### src/rtl/l1_pkg.sv
// Shared definitions for the L1 instruction-cache command path:
// command encodings, issuer FSM states and default address width.
package l1_pkg;

  localparam int unsigned ADDR_W_DEFAULT = 60;

  typedef enum logic [2:0] {
    READ          = 3'd0,
    WRITE         = 3'd1,
    INVALIDATE    = 3'd2,
    CLEAR         = 3'd3,
    L2DATAREQUEST = 3'd4
  } cmd_e;

  localparam logic [2:0] CMD_MAX = 3'd4;

  typedef enum logic [1:0] {
    ST_IDLE,
    ST_ISSUE,
    ST_WAIT_START,
    ST_WAIT_DONE
  } state_e;

  function automatic logic cmd_legal(input logic [2:0] code);
    return code <= CMD_MAX;
  endfunction

endpackage

### src/rtl/l1_cmd_fifo.sv
// Synchronous FIFO of {cmd, addr} entries; full/empty derived from an
// extra pointer MSB so all DEPTH slots are usable.
module l1_cmd_fifo #(
  parameter int unsigned DEPTH  = 8,
  parameter int unsigned ADDR_W = l1_pkg::ADDR_W_DEFAULT
) (
  input  logic              clk,
  input  logic              rst,
  input  logic              push,
  input  logic              pop,
  input  logic [ADDR_W+2:0] wdata,
  output logic [ADDR_W+2:0] rdata,
  output logic              full,
  output logic              empty
);

  localparam int unsigned AW = $clog2(DEPTH);

  logic [ADDR_W+2:0] mem [DEPTH];
  logic [AW:0]       wr_ptr;
  logic [AW:0]       rd_ptr;

  assign empty = (wr_ptr == rd_ptr);
  assign full  = (wr_ptr[AW] != rd_ptr[AW]) && (wr_ptr[AW-1:0] == rd_ptr[AW-1:0]);
  assign rdata = mem[rd_ptr[AW-1:0]];

  always_ff @(posedge clk or negedge rst) begin
    if (!rst) begin
      wr_ptr <= '0;
      rd_ptr <= '0;
    end else begin
      if (push && !full) wr_ptr <= wr_ptr + 1'b1;
      if (pop && !empty) rd_ptr <= rd_ptr + 1'b1;
    end
  end

  always_ff @(posedge clk) begin
    if (push && !full) mem[wr_ptr[AW-1:0]] <= wdata;
  end

endmodule

### src/rtl/l1_cmd_issuer.sv
// Feeds buffered trace commands to the L1 I-cache one at a time over its
// write/processing handshake, dropping illegal codes and guarding with a watchdog.
module l1_cmd_issuer
  import l1_pkg::*;
#(
  parameter int unsigned DEPTH   = 8,
  parameter int unsigned ADDR_W  = ADDR_W_DEFAULT,
  parameter int unsigned TIMEOUT = 1024
) (
  input  logic              clk,
  input  logic              rst,
  input  logic              in_valid,
  output logic              in_ready,
  input  logic [2:0]        in_cmd,
  input  logic [ADDR_W-1:0] in_addr,
  input  logic              cache_processing,
  output logic              cache_write,
  output logic [2:0]        cache_command,
  output logic [ADDR_W-1:0] cache_address,
  output logic              idle,
  output logic              timeout_err,
  output logic [63:0]       issued_cnt,
  output logic [63:0]       dropped_cnt,
  output logic [63:0]       timeout_cnt
);

  state_e            state;
  logic [31:0]       wdog;
  logic              full;
  logic              empty;
  logic              accept;
  logic              push;
  logic              pop;
  logic [ADDR_W+2:0] head;

  assign in_ready = !full;
  assign accept   = in_valid && in_ready;
  assign push     = accept && cmd_legal(in_cmd);
  assign pop      = (state == ST_IDLE) && !empty;
  assign idle     = empty && (state == ST_IDLE);

  l1_cmd_fifo #(
    .DEPTH  (DEPTH),
    .ADDR_W (ADDR_W)
  ) u_fifo (
    .clk   (clk),
    .rst   (rst),
    .push  (push),
    .pop   (pop),
    .wdata ({in_cmd, in_addr}),
    .rdata (head),
    .full  (full),
    .empty (empty)
  );

  always_ff @(posedge clk or negedge rst) begin
    if (!rst) begin
      state         <= ST_IDLE;
      wdog          <= '0;
      cache_write   <= 1'b0;
      cache_command <= '0;
      cache_address <= '0;
      timeout_err   <= 1'b0;
      issued_cnt    <= '0;
      dropped_cnt   <= '0;
      timeout_cnt   <= '0;
    end else begin
      if (accept && !cmd_legal(in_cmd)) dropped_cnt <= dropped_cnt + 64'd1;

      if (state == ST_IDLE) begin
        if (!empty) begin
          cache_command <= head[ADDR_W+2:ADDR_W];
          cache_address <= head[ADDR_W-1:0];
          cache_write   <= 1'b1;
          wdog          <= '0;
          state         <= ST_ISSUE;
        end
      end else if (wdog == 32'(TIMEOUT - 1)) begin
        // Watchdog outranks the handshake: the command is abandoned, never retried.
        timeout_err <= 1'b1;
        timeout_cnt <= timeout_cnt + 64'd1;
        cache_write <= 1'b0;
        state       <= ST_IDLE;
      end else begin
        wdog <= wdog + 32'd1;
        case (state)
          ST_ISSUE: begin
            if (!cache_processing) begin
              cache_write <= 1'b0;
              issued_cnt  <= issued_cnt + 64'd1;
              state       <= ST_WAIT_START;
            end
          end
          ST_WAIT_START: if (cache_processing) state <= ST_WAIT_DONE;
          ST_WAIT_DONE:  if (!cache_processing) state <= ST_IDLE;
          default: ;
        endcase
      end
    end
  end

endmodule

### config.mk
export PLATFORM = sky130hd
export DESIGN_NAME = l1_cmd_issuer
export DESIGN_NICKNAME = d
export VERILOG_FILES = /design/src/rtl/l1_pkg.sv /design/src/rtl/l1_cmd_fifo.sv /design/src/rtl/l1_cmd_issuer.sv
export SDC_FILE = /design/constraint.sdc
export NUM_CORES = 1
export LEC_CHECK = 0
export BUFFER_PORTS_ARGS = -buffer_cell sky130_fd_sc_hd__buf_2
export CAP_MARGIN = 30
export CORE_ASPECT_RATIO = 0.9
export CORE_MARGIN = 2
export CORE_UTILIZATION = 60
export CTS_BUF_LIST = sky130_fd_sc_hd__clkbuf_4
export DETAILED_ROUTE_END_ITERATION = 16
export PLACE_DENSITY = 0.8
export SLEW_MARGIN = 20
export SYNTH_ARGS = -nofsm -noshare
export SYNTH_HDL_FRONTEND = slang
export SYNTH_SLANG_ARGS = --single-unit
### constraint.sdc
create_clock -name clk -period 7.6 [get_ports clk]
set_input_delay 0.38 -clock clk [delete_from_list [all_inputs] [get_ports clk]]
set_output_delay 0.38 -clock clk [all_outputs]
set_load 0.005 [all_outputs]
==> results.cfg <==
[status]
status = finished with violations
failed_checks = hold timing

[layout]
fraction_of_final_layout_cells_sized_beyond_drive_strength_1_pct = 31.30
layout-area-overhead-vs-synth_pct = 18.19
final_nets = 2647
layoutNonFillerInstCount = 3438

[power]
power_switching_share_pct = 29.84
worst_ir_drop_vdd_mv = 0.2807
switchingPower_uw = 3549
p_int_uw = 8346
seq_power_share_pct = 47.2
power.share.clock_pct = 30.1
static-leakage-power_uw = 0.01544
p_per_area_nw_per_um2 = 310.5
combinationalPowerShare_pct = 22.7

[place]
placement.io_buffers = 325
place_ws_ns = 3.427
dp_hpwl_um = 45220
globalplace.congestion = 0.9027
dp.cells = 3008

[floorplan]
rows = 80
fp.dieW_um = 249
die_h_um = 224.5
floorplan.initialDensity_pct = 60.98
fp.dieArea_um2 = 55900
i_o_pin_cnt = 326
core-area_um2 = 53150

[synthesis]
synth_top_area_cell = sky130_fd_sc_hd__edfxtp_1
synth_enable_flop_cells = 504
syn_area_um2 = 32410
synth-seq-cells = 803
asyncSetResetFlopFracSynth_pct = 37.24
yosys-top-cells-area = sky130_fd_sc_hd__edfxtp_1, sky130_fd_sc_hd__dfrtp_1, sky130_fd_sc_hd__mux4_2
syn-instance-count = 2043
synth_top_area_share_pct = 46.69
syn_avg_cell_area_um2 = 15.87
synth.net_count = 2116
netlist-cell-type-count = 50
synth.most_common_cell = sky130_fd_sc_hd__edfxtp_1
synth_warnings = 0
synth_ff_type = sky130_fd_sc_hd__edfxtp_1
commonest_cells_post_synth = sky130_fd_sc_hd__edfxtp_1, sky130_fd_sc_hd__dfrtp_1, sky130_fd_sc_hd__nor2_1, sky130_fd_sc_hd__xor2_1, sky130_fd_sc_hd__mux4_2
seq_area_frac_synth_pct = 69.78

[critical_path]
timing.critical_path.arrival_ns = 4.63
delay_of_the_slowest_cell_on_the_worst_path_ns = 0.94
cell_at_the_slowest_stage_of_the_critical_path = sky130_fd_sc_hd__dfrtp_4
path_max_fanout = 49
cp-start-kind = register
timing.critical_path.cells = xnor2_1, nand4b_1, nand4_1, nor2_4, buf_4
worst_r2r_startpoint = u_fifo.rd_ptr[0]
rrSetupSlack_ns = 3.63
r2r_end = u_fifo.mem[5][49]
ff2ff_path_depth = 5
timing.setup.critical_path_class = reg -> reg
setup.worst_path.end_class = register
worstPathRequired_ns = 8.26

[timing]
setup-tns-final_ns = 0
finalWorstPathRequiredPeriod_ns = 3.967
timing.slew.headroom_pct = 33.16
final_hold_viol_count = 26
finalSetupViolCount = 0
fin_hold_ws_ns = -0.04929
final-max-slew-violation-count = 0
maxClockFrequency_ghz = 0.2521
setup_clock_skew_after_layout_ns = 0.06915
crit_path_setup_slack_layout_ns = 3.633
finalCritPeriodShare_pct = 52.20
unrepaired_setup_endpoints_after_global_routing = false
tightest_slew_ns = 1.003

[detailed_routing]
route.detailed.vias_per_inst = 5.919
drt_drc_violations_left = 0
ant_nets = 0
wirelength_um = 74200
dr.pass1.iters = 5
wl_per_cell_um = 21.58
num_vias = 20350
dr.first_iter.drc_count = 1665

[grt]
grtUsageMet1_pct = 35.94
global_route_hottest_layer = met2
track_usage_pct = 26.89
grt_pass1_wl_um = 115200
overflow = 0
global_route.usage.met2_pct = 44.00
grt_use_met3_pct = 5.821
antenna_violations_before_repair = 8
via_count_of_the_first_global_routing_pass = 20520
grt_max_degree = 126

[clock_tree]
cts.path.max_buffers = 3
cts_inserted_buffers = 189
clock_latency_ns = 1.08
cts.htree.levels = 4
clock_sinks = 803
cts.reportedPaths.clkPinSlew_ns = 0.07
cts_tree = done
clockRootBuffer = sky130_fd_sc_hd__clkbuf_4
ctsHoldBuffers = 66
setup_fix_buffers_added_after_clock_tree_synthesis = 0
postCtsResizedCells = 0

[run]
cap_viol_max_count = 0

[min_path]
worstHoldPathType = in -> async
-- power by group through the flow --
| stage | logic (uW) | registers (uW) | clock network, uW |
|---|---|---|---|
| finish | 2700 | 5610 | 3580 |
| global route | 2930 | 5660 | 3870 |
| CTS | 2640 | 5650 | 3640 |
| detailed placement | 2610 | 5730 | 0 |
| global placement | 2490 | 5710 | 0 |
| floorplan | 1900 | 5490 | 0 |
-- layer usage --
metal,routed length (um),vias up
li1,-,8985
met1,29830,10350
met2,37270,867
met3,5241,143
met4,1833,4
met5,24,-
-- cell families (layout without fill, tap and decap cells) --
kind of cell | count (synthesis) | after routing | synth area share (%)
muxes | 196 | 196 | 10.93
DFF | 803 | 803 | 69.78
AOI/OAI and AO/OA | 96 | 96 | 1.718
buffers and inverters | 120 | 809 | 1.532
other | 0 | 9 | 0
xor gates and xnor gates | 217 | 217 | 5.863
and+or+nand+nor | 605 | 605 | 9.951
adders and majority gates | 6 | 6 | 0.2316
-- worst max path at each step --
stage | startpoint | endpoint | slack (ns) | cells after the start
floorplan | u_fifo.rd_ptr[2] | u_fifo.mem[1][0] | 1.39 | 6
global placement | u_fifo.rd_ptr[2] | u_fifo.mem[4][46] | 3.21 | 6
detailed placement | u_fifo.rd_ptr[2] | u_fifo.mem[5][55] | 3.43 | 5
CTS | u_fifo.rd_ptr[2] | u_fifo.mem[5][19] | 3.42 | 5
global route | u_fifo.rd_ptr[0] | u_fifo.mem[5][61] | 3.28 | 5
finish | u_fifo.rd_ptr[0] | u_fifo.mem[5][49] | 3.63 | 5
-- final cells by class --
type / count / area [um2]
Sequential cell: 803 / 22630
Fill cell: 3366 / 14840
Multi-Input combinational cell: 1120 / 9363
Timing Repair Buffer: 425 / 2743
Clock buffer: 313 / 2350
Tap cell: 697 / 872.1
Clock inverter: 36 / 201.4
Inverter: 35 / 131.4
Antenna cell: 9 / 22.52
-- flip-flops by register name, indices dropped and copies added (netlist names), 2 cells and up --
signal	count
u_fifo.mem	504
issued_cnt	64
cache_command	3
timeout_cnt	64
state	2
cache_address	60
dropped_cnt	64
wdog	32
u_fifo.rd_ptr	4
u_fifo.wr_ptr	4
-- cells in the final DEF, fill, tap and decap left out, drive strengths merged, types with 40 or more instances in the layout --
master / n
xor2: 129
a21oi: 68
buf: 359
nor2: 133
nand4: 74
xnor2: 88
nand3: 83
nor4: 58
dlygate4sd3: 66
inv: 40
nand2: 92
dfrtp: 299
edfxtp: 504
nor3: 75
mux4: 126
mux2i: 67
clkbuf: 313
-- critical path: cells and delay by family (launching register included) --
family,cells,cell delay [ns]
buffers and inverters,1,0.77
DFF,1,0.94
and+or+nand+nor,3,1.59
xor gates and xnor gates,1,0.21
-- stage by stage --
step                      cell area [um2]  utilization, %  total power (uW)
after floorplan                     32410               -              7389
after global placement              34780           65.43              8197
after detailed placement            34940           65.73              8337
after CTS                           38150           71.78             11930
after global routing                38310           72.07             12460
final                               38310           72.08             11900
No activity file was read; power rests on OpenSTA's default activity.
